### config.mk
export PLATFORM = sky130hd
export DESIGN_NAME = square5_arbiter_flat
export DESIGN_NICKNAME = d
export VERILOG_FILES = /design/src/rtl/square5_pkg.sv /design/src/rtl/square5_arbiter_if.sv /design/src/rtl/square5_core.sv /design/src/rtl/square5_arbiter.sv /design/src/flat_wrapper.sv
export SDC_FILE = /design/constraint.sdc
export NUM_CORES = 1
export LEC_CHECK = 0
export CAP_MARGIN = 20
export CORE_ASPECT_RATIO = 1.4
export CORE_UTILIZATION = 45
export DETAILED_ROUTE_END_ITERATION = 6
export PLACE_DENSITY = 0.76
export RECOVER_POWER = 100
export SLEW_MARGIN = 20
export SYNTH_ARGS = -nofsm -noshare
export SYNTH_HDL_FRONTEND = slang
export SYNTH_SLANG_ARGS = --single-unit
### constraint.sdc
create_clock -name clk -period 6.7 [get_ports clk]
set_input_delay 1.34 -clock clk [delete_from_list [all_inputs] [get_ports clk]]
set_output_delay 1.34 -clock clk [all_outputs]
set_load 0.02 [all_outputs]
### src/rtl/square5_pkg.sv
// rtl/square5_pkg.sv - shared types, widths and round-robin helper for the square5 arbiter
package square5_pkg;

    localparam int SQ_DW = 5;
    localparam int SQ_RW = 10;

    typedef logic [SQ_DW-1:0] sq_operand_t;
    typedef logic [SQ_RW-1:0] sq_result_t;

    typedef enum logic {
        SLOT_EMPTY = 1'b0,
        SLOT_FULL  = 1'b1
    } slot_state_t;

    function automatic int unsigned rr_next(int unsigned ptr, int unsigned n);
        return (ptr + 1 >= n) ? 0 : ptr + 1;
    endfunction

endpackage

### src/rtl/square5_arbiter_if.sv
// rtl/square5_arbiter_if.sv - requester and response handshake bundle for square5_arbiter
interface square5_arbiter_if #(
    parameter int NREQ = 4,
    parameter int DW   = 5,
    parameter int IDW  = $clog2(NREQ)
);
    logic [NREQ-1:0]    req_valid;
    logic [NREQ*DW-1:0] req_data;
    logic [NREQ-1:0]    req_ready;
    logic               rsp_valid;
    logic               rsp_ready;
    logic [2*DW-1:0]    rsp_data;
    logic [IDW-1:0]     rsp_id;
    logic               busy;

    modport master (
        output req_valid, req_data, rsp_ready,
        input  req_ready, rsp_valid, rsp_data, rsp_id, busy
    );

    modport slave (
        input  req_valid, req_data, rsp_ready,
        output req_ready, rsp_valid, rsp_data, rsp_id, busy
    );
endinterface

### src/rtl/square5_core.sv
// rtl/square5_core.sv - stateless 5-bit unsigned squarer
module square5_core
    import square5_pkg::*;
(
    input  sq_operand_t op,
    output sq_result_t  sq
);
    assign sq = sq_result_t'(op) * sq_result_t'(op);
endmodule

### src/rtl/square5_arbiter.sv
// rtl/square5_arbiter.sv - round-robin share of one squarer; optional SQUARE5_ARBITER_STATS_EN grant counters
module square5_arbiter
    import square5_pkg::*;
#(
    parameter int NREQ = 4,
    parameter int DW   = 5,
    parameter int IDW  = $clog2(NREQ)
) (
    input  logic                clk,
    input  logic                rst_n,
    square5_arbiter_if.slave    bus
`ifdef SQUARE5_ARBITER_STATS_EN
    ,
    output logic [NREQ*16-1:0]  stat_grants
`endif
);

    if (DW != SQ_DW) begin : g_bad_dw
        $error("square5_arbiter: DW must be 5");
    end
    if (NREQ < 2 || NREQ > 8) begin : g_bad_nreq
        $error("square5_arbiter: NREQ must be 2..8");
    end

    slot_state_t    state;
    logic [IDW-1:0] ptr;
    logic [IDW-1:0] gnt;
    logic           found;
    logic           slot_free;
    logic           xfer;
    sq_operand_t    op;
    sq_result_t     sq;

    assign slot_free = (state == SLOT_EMPTY) || bus.rsp_ready;
    assign xfer      = rst_n && slot_free && found;

    // Search ptr, ptr+1, ... with wrap; one extra bit keeps the sum from overflowing.
    always_comb begin
        logic [IDW:0] s;
        found = 1'b0;
        gnt   = '0;
        s     = '0;
        for (int k = 0; k < NREQ; k++) begin
            s = {1'b0, ptr} + (IDW+1)'(k);
            if (s >= (IDW+1)'(NREQ)) s = s - (IDW+1)'(NREQ);
            if (!found && bus.req_valid[s[IDW-1:0]]) begin
                found = 1'b1;
                gnt   = s[IDW-1:0];
            end
        end
    end

    always_comb begin
        bus.req_ready = '0;
        if (xfer) bus.req_ready[gnt] = 1'b1;
    end

    always_comb begin
        op = '0;
        for (int i = 0; i < NREQ; i++) begin
            if (gnt == IDW'(i)) op = bus.req_data[i*DW +: DW];
        end
    end

    square5_core u_core (
        .op (op),
        .sq (sq)
    );

    always_ff @(posedge clk or negedge rst_n) begin
        if (!rst_n) begin
            state        <= SLOT_EMPTY;
            ptr          <= '0;
            bus.rsp_data <= '0;
            bus.rsp_id   <= '0;
        end else if (xfer) begin
            state        <= SLOT_FULL;
            ptr          <= IDW'(rr_next(32'(gnt), NREQ));
            bus.rsp_data <= sq;
            bus.rsp_id   <= gnt;
        end else if (state == SLOT_FULL && bus.rsp_ready) begin
            state        <= SLOT_EMPTY;
        end
    end

    assign bus.rsp_valid = (state == SLOT_FULL);
    assign bus.busy      = bus.rsp_valid || (|bus.req_valid);

`ifdef SQUARE5_ARBITER_STATS_EN
    logic [15:0] grant_cnt [NREQ];

    always_ff @(posedge clk or negedge rst_n) begin
        if (!rst_n) begin
            for (int i = 0; i < NREQ; i++) grant_cnt[i] <= '0;
        end else if (xfer && grant_cnt[gnt] != 16'hFFFF) begin
            grant_cnt[gnt] <= grant_cnt[gnt] + 16'd1;
        end
    end

    for (genvar i = 0; i < NREQ; i++) begin : g_stat
        assign stat_grants[i*16 +: 16] = grant_cnt[i];
    end
`endif

endmodule

### src/flat_wrapper.sv
// flat-port wrapper written by rule: the top's interface ports become plain ports
module square5_arbiter_flat import square5_pkg::*;
#(
    parameter int NREQ = 4,
    parameter int DW   = 5,
    parameter int IDW  = $clog2(NREQ)
)
  (clk, rst_n, bus_req_valid, bus_req_data, bus_rsp_ready, bus_req_ready, bus_rsp_valid, bus_rsp_data, bus_rsp_id, bus_busy);
  square5_arbiter_if #(.NREQ(NREQ), .DW(DW), .IDW(IDW)) bus_i ();
  input  logic clk;
  input  logic rst_n;
  input wire logic [$bits(bus_i.req_valid)-1:0] bus_req_valid;
  input wire logic [$bits(bus_i.req_data)-1:0] bus_req_data;
  input wire logic [$bits(bus_i.rsp_ready)-1:0] bus_rsp_ready;
  output wire logic [$bits(bus_i.req_ready)-1:0] bus_req_ready;
  output wire logic [$bits(bus_i.rsp_valid)-1:0] bus_rsp_valid;
  output wire logic [$bits(bus_i.rsp_data)-1:0] bus_rsp_data;
  output wire logic [$bits(bus_i.rsp_id)-1:0] bus_rsp_id;
  output wire logic [$bits(bus_i.busy)-1:0] bus_busy;
  assign bus_i.req_valid = bus_req_valid;
  assign bus_i.req_data = bus_req_data;
  assign bus_i.rsp_ready = bus_rsp_ready;
  assign bus_req_ready = bus_i.req_ready;
  assign bus_rsp_valid = bus_i.rsp_valid;
  assign bus_rsp_data = bus_i.rsp_data;
  assign bus_rsp_id = bus_i.rsp_id;
  assign bus_busy = bus_i.busy;
  square5_arbiter #(.NREQ(NREQ), .DW(DW), .IDW(IDW)) u_core (.clk(clk), .rst_n(rst_n), .bus(bus_i));
endmodule
==> metrics.md, run 1 <==
| Metric | Value |
|---|---|
| Status | finished clean |
| # H-tree levels | 1 |
| Maxcap violations | 0 |
| Count of flip-flops with a built-in enable after synthesis | 0 |
| Post-Syn Instances | 175 |
| Die Y-Extent | 68.3 um |
| Critical path peak fanout | 9 |
| Endpoint, Worst Hold | u_core.bus.rsp_data[6] |
| Router iterations before antenna repair | 4 |
| F_max | 157 MHz |
| Unrepaired setup endpoints after global routing | false |
| CTS tree | yes |
| CP bufs+invs | 4 |
| Max rail drop VDD | 0.000314 V |
| Hold path cells | 2 |
| CP cell instances | clkdlybuf4s50_1 -> or4_1 -> and2_1 -> inv_1 -> ha_1 -> nor3b_1 -> a211o_2 -> nor2_1 -> fa_1 -> inv_1 -> fa_1 -> inv_1 -> ha_1 -> a21o_1 -> ha_1 -> nand4_1 -> or4_4 -> a311oi_2 -> o31ai_1 |
| Adder-Cell Fraction of Synth Area | 0.179 |
| Area growth syn-to-layout | 37.3% |
| Leakage Power | 0.922 nW |
| Synth Area in Compound Gates | 0.192 |
| Slew margin rel. | 0.406 |
| Worst EP arrival | 6.47 ns |
| Starting density of the core | 0.481 |
| Sink Count | 14 |
| Worst Skew | 0.00370 ns |
| Vias | 1396 |
| Die Wd | 49.3 um |
| Share of layout cells above drive strength 1 | 0.0773 |
| Reg2Reg Depth | 22 |
| # IOs | 45 |
| Pin count of the biggest net entering global routing | 23 |
| Final Hold Viols | 0 |
| DP Wirelength | 2950 um |
| Hold wc startpoint | u_core.bus.rsp_data[6] |
| Placed instance count | 253 |
| Startpoint Class | primary input |
| Crit path time final | 6.38 ns |
| Initial antenna violation count | 0 |
| Post-Syn Area | 0.00141 sq mm |
| Area share of xor/xnor cells in the synthesized design | 0.0310 |
| Main flop type after synthesis | dfrtp_1 |
| First-pass GRT wire length | 6090 um |
| P per Cell Area | 463 mW/mm^2 |
| Post-synth cell types | 49 |
| Drt initial violations | 27 |
| CTS Buffer Depth | 2 |
| Worst-margin pin slew | 0.891 ns |
| Crit. End Element | flop |
| Non-Filler Instances | 257 |
| Antenna Nets Post-Route | 0 |
| Simple-gate share of the synthesized area | 0.265 |
| Worst Path Required | 6.80 ns |
| Final setup viols | 0 |
| Worst Hold Class | flop to flop |
| Post-synth ARST share | 1.00 |
| Vias in the first global route | 1436 |
| Slowest-stage cell, CP | or4_1 |
| Port bufs | 43 |
| Most common cell after layout, fill and taps aside | nand2_1 |
| FF-to-FF setup slack | 1.51 ns |
| Setup TNS | 0 ns |
| Fillers | 275 |
| Wire per inst | 13.9 um |
| Overflow after GRT | 0 |
| CORE AREA | 0.00294 sq mm |
| Largest family of logic cells by synthesized area | simple AND/OR/NAND/NOR gates |
| R2R Path End | u_core.bus.rsp_data[9] |
| Setup CP Type | primary input to flop |
| Fin crit share | 0.952 |
| Register area share after synthesis | 0.248 |
| Largest stage delay, worst path | 0.60 ns |
| Final net count | 267 |
| Synthesized area per cell | 8.06 sq um |
| Clock transition at path regs | 0.06 ns |
| Via-to-Cell Ratio | 5.43 |
| Crit-path leading delay family | adder cells |
| Slew Limit Fails | 0 |
| Post-synthesis mux area share | 0.0142 |
| Final WL | 3570 um |
| R2R Path Start | u_core.ptr[0] |
| Die footprint | 0.00337 sq mm |
| Row count | 23 |
| Root Driver | clkbuf_8 |
| GRT Overall Usage | 0.238 |
| Hold-fix buffers, CTS | 0 |
| GP Congestion | 0.902 |
| Worst-Skew Late Latency | 0.25 ns |
| DRC | 0 |
| CTS Buf Count | 3 |
| YS warnings | 0 |
| Synthesis-stage register bit count | 14 |
| ANT cells | 0 |
| Most frequent cells in the layout | nand2_1, clkdlybuf4s50_1, dlygate4sd3_1, ha_1, nor2_1 |
| Syn nets | 221 |
-- state kept, by name (all words and copies together), names as in the netlist --
register and cells:
u_core.bus.rsp_data 9, u_core.bus.rsp_id 2, u_core.bus.rsp_valid 1, u_core.ptr 2
-- cell type report --
class | count | area (sq um) | share of cell area
inverter | 11 | 41.3 | 0.0213
clock buffer | 4 | 55.1 | 0.0284
timing repair buffer | 49 | 468 | 0.241
multi-input combinational | 142 | 977 | 0.504
tap | 37 | 46.3 | 0.0239
sequential | 14 | 350 | 0.181
-- repair_timing --
action,4_1_cts,5_1_grt
setup endpoints to repair,0,1
buffers inserted,0,0
gates resized for setup,0,2
-- tightest hold or removal path: stages, from the launching register on --
cell and delay [ns]:
dfrtp_1 0.33, nand2_1 0.04, o21ai_0 0.06
-- per-stage QoR --
step	instance area [sq um]	utilization	total power, W	hold WS (ns)	setup WS (ns)
finish	1940	0.660	0.000897	0.476	0.324
CTS	1930	0.659	0.000912	0.486	0.345
detailed placement	1880	0.640	0.000822	0.469	0.0892
global placement	1880	0.640	0.000797	0.467	0.200
floorplan	1410	-	0.000616	0.540	0.700
global route	1940	0.660	0.000984	0.507	0.0149
-- synthesized netlist by cell type (3+ instances only) --
library cell | n | area (sq um)
nand2_1 | 30 | 113
ha_1 | 17 | 213
nor2_1 | 16 | 60.1
dfrtp_1 | 14 | 350
inv_1 | 11 | 41.3
o21ai_0 | 9 | 45.0
a21oi_1 | 5 | 25.0
and2_1 | 4 | 25.0
nor2b_1 | 4 | 25.0
xor2_1 | 4 | 35.0
a211oi_1 | 3 | 22.5
clkbuf_1 | 3 | 11.3
nand3_1 | 3 | 15.0
nand3b_1 | 3 | 22.5
nor3_1 | 3 | 15.0
nor3b_1 | 3 | 22.5
-- logic make-up after synthesis --
family | Yosys count
and+or+nand+nor | 76
AOI/OAI and AO/OA | 39
xor gates and xnor gates | 5
other | 1
DFF | 14
buffers and inverters | 19
muxes | 2
adders and majority gates | 19
-- metal layers --
layer  vias to the layer above  global-route usage  wire length [um]
met1                       656               0.243              1400
met3                         8              0.0244                84
met5                         -                   0                 0
met4                         0               0.125               100
met2                        28               0.474              1980
li1                        704                   -                 -
-- worst max path at each step --
stage / cells after the start / end / startpoint / slack, ns
after global routing: 23 / u_core.bus.rsp_data[9] / bus_req_valid[0] / 0.01
after floorplan: 23 / u_core.bus.rsp_data[9] / bus_req_valid[0] / 0.70
after detailed placement: 19 / u_core.bus.rsp_data[9] / bus_req_valid[3] / 0.09
after global placement: 19 / u_core.bus.rsp_data[9] / bus_req_valid[3] / 0.20
final: 19 / u_core.bus.rsp_data[9] / bus_req_valid[3] / 0.32
after CTS: 19 / u_core.bus.rsp_data[9] / bus_req_valid[3] / 0.34
-- where the power goes --
part | internal (W) | switching [W] | leakage [nW]
Sequential | 0.000119 | 0.0000207 | 0.174
Clock | 0.0000521 | 0.0000321 | 0.0288
Combinational | 0.000287 | 0.000387 | 0.720
Total | 0.000458 | 0.000439 | 0.922
Note: power is estimated with default switching activity, not from simulation.
==> run 2, diff against run 1 <==
--- a/config.mk
+++ b/config.mk
@@ -11,6 +11,7 @@
 export DETAILED_ROUTE_END_ITERATION = 6
 export PLACE_DENSITY = 0.76
 export RECOVER_POWER = 100
+export REMOVE_ABC_BUFFERS = 1
 export SLEW_MARGIN = 20
 export SYNTH_ARGS = -nofsm -noshare
 export SYNTH_HDL_FRONTEND = slang
==> metrics.md, run 2 (same netlist as run 1, synthesis figures left out) <==
| Metric | Value |
|---|---|
| Most frequent cells in the layout | nand2_1, clkdlybuf4s50_1, dlygate4sd3_1, ha_1, nor2_1 |
| DP Wirelength | 2970 um |
| Final net count | 268 |
| Multi-input logic area | 980 sq um |
| Fillers | 275 |
| DRC | 0 |
| Max FFs per register | 9 |
| Slew Limit Fails | 0 |
| Final WL | 3620 um |
| Setup CP Type | primary input to flop |
| Pin count of the biggest net entering global routing | 23 |
| Leakage Power | 0.931 nW |
| Fin crit share | 0.948 |
| Dpl ws | 0.0597 ns |
| # H-tree levels | 1 |
| Vias | 1405 |
| Setup TNS | 0 ns |
| Wire per inst | 14.0 um |
| Largest registers | u_core.bus.rsp_data x9, u_core.bus.rsp_id x2, u_core.ptr x2 |
| Crit. End Element | flop |
| Worst EP arrival | 6.45 ns |
| Router iterations before antenna repair | 4 |
| Worst Path Required | 6.80 ns |
| Final worst slack | 0.350 ns |
| Most Crowded Layer GR | met2 |
| Via-to-Cell Ratio | 5.45 |
| Row count | 23 |
| GRT Overall Usage | 0.228 |
| Status | finished clean |
| Clock transition at path regs | 0.06 ns |
| ANT cells | 0 |
| Crit path time final | 6.35 ns |
| Root Driver | clkbuf_8 |
| CTS tree | yes |
| Antenna Nets Post-Route | 0 |
| Max rail drop VDD | 0.000425 V |
| CORE AREA | 0.00294 sq mm |
| Initial antenna violation count | 0 |
| Share of layout cells above drive strength 1 | 0.0860 |
| Worst Hold Class | flop to flop |
| F_max | 157 MHz |
| Vias in the first global route | 1353 |
| Sink Count | 14 |
| P per Cell Area | 464 mW/mm^2 |
| Area growth syn-to-layout | 38.0% |
| # IOs | 45 |
| Worst-Skew Late Latency | 0.25 ns |
| Met2 usage | 0.464 |
| GRT met1 Usage | 0.229 |
| Worst-margin pin slew | 0.811 ns |
| Maxcap violations | 0 |
| Final setup viols | 0 |
| Top reg by flops | u_core.bus.rsp_data |
| First-pass GRT wire length | 5750 um |
| CTS Buffer Depth | 2 |
| Overflow after GRT | 0 |
| FF+latch area | 350 sq um |
| Worst Skew | 0.00475 ns |
| CTS Buf Count | 3 |
| Final Hold Viols | 0 |
| Die Y-Extent | 68.3 um |
| Tot Pwr | 0.000905 W |
| Met3 GRT Util | 0.0467 |
| Critical path peak fanout | 10 |
| Postcts setup bufs | 0 |
| Die footprint | 0.00337 sq mm |
| Starting density of the core | 0.481 |
| GP Congestion | 0.833 |
| Most common cell after layout, fill and taps aside | nand2_1 |
| Port bufs | 43 |
| Slew margin rel. | 0.459 |
| Die Wd | 49.3 um |
| Startpoint Class | primary input |
| Unrepaired setup endpoints after global routing | false |
| Drt initial violations | 24 |
-- run 2: timing repair --
item	4_1_cts	5_1_grt
endpoints found under the setup margin	0	2
hold buffers	0	0
endpoints found under the hold margin	0	0
gates resized for setup	0	3
-- run 2: metal layers --
layer  part of all wire  wire (um)
met1               0.38       1380
met2               0.58       2080
met3              0.027         98
met4              0.015         56
met5                  0          0
-- run 2: where the power goes --
| group | leakage, nW | switching (W) | internal (W) | total, W |
|---|---|---|---|---|
| Clock | 0.0288 | 0.0000300 | 0.0000521 | 0.0000821 |
| Combinational | 0.728 | 0.000389 | 0.000294 | 0.000683 |
| Sequential | 0.174 | 0.0000207 | 0.000119 | 0.000139 |
-- run 2: per-stage QoR --
stage	std cells	cell area, sq um	hold WS, ns	utilization
after floorplan	167	1360	0.549	-
after global placement	254	1890	0.462	0.643
after detailed placement	254	1890	0.468	0.643
after CTS	258	1940	0.481	0.662
after global routing	258	1950	0.488	0.664
final	258	1950	0.474	0.664
-- run 2: cell type report --
type                       instances  area share
clock buffer                       4      0.0283
inverter                          11      0.0212
multi-input combinational        142       0.503
sequential                        14       0.180
tap                               37      0.0238
timing repair buffer              50       0.244
-- run 2: worst paths after layout --
| path | from | endpoint | slack, ns | depth (start not counted) |
|---|---|---|---|---|
| min in group asynchronous | rst_n | u_core.bus.rsp_data[4] | 1.70 | 2 |
| worst min register to register | u_core.bus.rsp_id[0] | u_core.bus.rsp_id[0] | 0.47 | 2 |
| max in group asynchronous | rst_n | u_core.bus.rsp_data[3] | 4.50 | 2 |
| worst min-delay path | u_core.bus.rsp_id[0] | u_core.bus.rsp_id[0] | 0.47 | 2 |
| worst max-delay path | bus_req_valid[2] | u_core.bus.rsp_data[9] | 0.35 | 21 |
| worst max register to register | u_core.ptr[0] | u_core.bus.rsp_data[9] | 1.47 | 22 |
-- run 2: worst max-delay path: stages --
cell and delay (ns):
clkdlybuf4s50_1 0.47, or4_1 0.60, and2_4 0.19, ha_1 0.18, buf_4 0.17, a221oi_1 0.27, nor3_1 0.09, a21o_1 0.20
inv_1 0.07, nor2_1 0.05, fa_1 0.48, inv_1 0.05, fa_1 0.50, inv_1 0.04, ha_1 0.28, a21o_1 0.16
ha_1 0.35, nand4_1 0.13, or4_4 0.50, a311oi_1 0.24, o31ai_1 0.09
==> run 3, diff against run 2 <==
--- a/config.mk
+++ b/config.mk
@@ -9,7 +9,7 @@
 export CORE_ASPECT_RATIO = 1.4
 export CORE_UTILIZATION = 45
 export DETAILED_ROUTE_END_ITERATION = 6
-export PLACE_DENSITY = 0.76
+export PLACE_DENSITY_LB_ADDON = 0.08
 export RECOVER_POWER = 100
 export REMOVE_ABC_BUFFERS = 1
 export SLEW_MARGIN = 20
==> metrics.md, run 3 (same netlist as run 1, synthesis figures left out) <==
| Metric | Value |
|---|---|
| Slew margin rel. | 0.547 |
| Fin crit share | 0.956 |
| Endpoint, Worst Hold | u_core.bus.rsp_id[0] |
| Final instance area | 0.00195 sq mm |
| Row count | 23 |
| Hold path cells | 2 |
| Starting density of the core | 0.481 |
| Root Driver | clkbuf_8 |
| CP cell instances | clkdlybuf4s50_1 -> a21oi_1 -> o21a_1 -> o22ai_1 -> ha_2 -> and2b_2 -> a221oi_1 -> nor3_1 -> a21o_1 -> inv_1 -> nor2_1 -> fa_1 -> inv_1 -> fa_1 -> inv_1 -> ha_1 -> a21o_1 -> ha_1 -> nand4_1 -> or4_4 -> a311oi_2 -> o31ai_1 |
| Most common cell after layout, fill and taps aside | nand2_1 |
| Worst-margin pin slew | 0.678 ns |
| Multi-input logic area | 976 sq um |
| R2R Path Start | u_core.ptr[0] |
| Die footprint | 0.00337 sq mm |
| P per Cell Area | 474 mW/mm^2 |
| Most Crowded Layer GR | met2 |
| GP Congestion | 0.877 |
| Maxcap violations | 0 |
| Worst Path Required | 6.82 ns |
| Clock transition at path regs | 0.06 ns |
| First-pass GRT wire length | 5890 um |
| Tot Pwr | 0.000926 W |
| Status | finished clean |
| Overflow after GRT | 0 |
| CTS Buf Count | 3 |
| Reg2Reg Depth | 22 |
| Most frequent cells in the layout | nand2_1, clkdlybuf4s50_1, dlygate4sd3_1, nor2_1, ha_1 |
| Final Hold Viols | 0 |
| Leakage Power | 0.929 nW |
| Worst hold slack | 0.464 ns |
| Startpoint Class | primary input |
| Met3 GRT Util | 0.0467 |
| Crit. End Element | flop |
| Vias | 1430 |
| Worst EP arrival | 6.53 ns |
| Drt initial violations | 24 |
| # H-tree levels | 1 |
| Port bufs | 43 |
| Hold-fix buffers, CTS | 0 |
| Setup TNS | 0 ns |
| CTS tree | yes |
| Crit path time final | 6.41 ns |
| Largest stage delay, worst path | 0.53 ns |
| Max rail drop VDD | 0.000399 V |
| Pin count of the biggest net entering global routing | 22 |
| Fillers | 261 |
| # IOs | 45 |
| Slowest-stage cell, CP | clkdlybuf4s50_1 |
| Initial antenna violation count | 0 |
| Share of layout cells above drive strength 1 | 0.0856 |
| GRT Overall Usage | 0.227 |
| Vias in the first global route | 1411 |
| Final setup viols | 0 |
| F_max | 156 MHz |
| FF+latch area | 350 sq um |
| Crit-path leading delay family | adder cells |
| GRT met1 Usage | 0.223 |
| Postcts setup bufs | 0 |
| Slew Limit Fails | 0 |
| Max FFs per register | 9 |
| Die Y-Extent | 68.3 um |
| Worst Hold Class | flop to flop |
| Met2 usage | 0.466 |
| Hold wc startpoint | u_core.bus.rsp_id[0] |
| Router iterations before antenna repair | 4 |
| CP bufs+invs | 4 |
| DP Wirelength | 3040 um |
| Placed cell areas | 0.00189 sq mm |
| R2R Path End | u_core.bus.rsp_data[9] |
| Top reg by flops | u_core.bus.rsp_data |
| Worst-Skew Late Latency | 0.24 ns |
| Antenna Nets Post-Route | 0 |
| DRC | 0 |
| Critical path peak fanout | 8 |
| Largest registers | u_core.bus.rsp_data x9, u_core.bus.rsp_id x2, u_core.ptr x2 |
| FF-to-FF setup slack | 1.42 ns |
| Unrepaired setup endpoints after global routing | false |
| Sink Count | 14 |
| Final net count | 269 |
| Die Wd | 49.3 um |
| ANT cells | 0 |
| Final WL | 3700 um |
| Wire per inst | 14.3 um |
| Worst Skew | 0.00487 ns |
| Area growth syn-to-layout | 38.3% |
| Via-to-Cell Ratio | 5.52 |
| Setup CP Type | primary input to flop |
| CORE AREA | 0.00294 sq mm |
| CTS Buffer Depth | 2 |
| Most used cell, CP | inv_1 |
-- run 3: what timing repair did --
item / CTS / global route
gates resized for setup: 0 / 4
hold endpoints to repair: 0 / 0
endpoints found under the setup margin: 0 / 2
-- run 3: cell type report --
type | instances | share of cell area
multi-input cells | 142 | 0.500
repair buffers | 51 | 0.247
flip-flops and latches | 14 | 0.179
clock buffers | 4 | 0.0282
well taps | 37 | 0.0237
inverters | 11 | 0.0212
-- run 3: per-stage QoR --
stage | util | setup slack (ns) | std cells
floorplan | - | 0.668 | 167
CTS | 0.664 | 0.138 | 259
global route | 0.665 | 0.0268 | 259
global placement | 0.645 | 0.0757 | 255
detailed placement | 0.645 | -0.107 | 255
finish | 0.665 | 0.292 | 259
-- run 3: routing by layer --
metal	vias up	routed length, um
met2	46	2070
met3	6	187
met4	0	69
li1	702	-
met5	-	0
met1	676	1370
-- run 3: how the worst max path moves through the flow --
stage | start | endpoint | slack (ns) | cells after the start
final | bus_req_valid[0] | u_core.bus.rsp_data[9] | 0.29 | 22
after global routing | bus_req_valid[0] | u_core.bus.rsp_data[9] | 0.03 | 23
after CTS | bus_req_valid[0] | u_core.bus.rsp_data[9] | 0.14 | 23
after detailed placement | bus_req_valid[0] | u_core.bus.rsp_data[9] | -0.11 | 23
after global placement | bus_req_valid[1] | u_core.bus.rsp_data[9] | 0.08 | 22
after floorplan | bus_req_valid[0] | u_core.bus.rsp_data[9] | 0.67 | 22
-- run 3: power by group --
part	leakage [nW]	switching [W]	internal [W]
combinational	0.727	0.000408	0.000299
sequential	0.174	0.0000200	0.000119
clock	0.0288	0.0000288	0.0000520
total	0.929	0.000456	0.000470
-- run 3: worst register-to-register path: stages, from the launching register on --
cell	delay (ns)
dfrtp_1	0.41
inv_1	0.12
o21ai_0	0.09
a221oi_1	0.32
and2_1	0.23
ha_2	0.26
and2b_2	0.23
a221oi_1	0.26
nor3_1	0.08
a21o_1	0.18
inv_1	0.07
nor2_1	0.05
fa_1	0.49
inv_1	0.06
fa_1	0.50
inv_1	0.05
ha_1	0.29
a21o_1	0.16
ha_1	0.28
nand4_1	0.11
or4_4	0.51
a311oi_2	0.32
o31ai_1	0.11
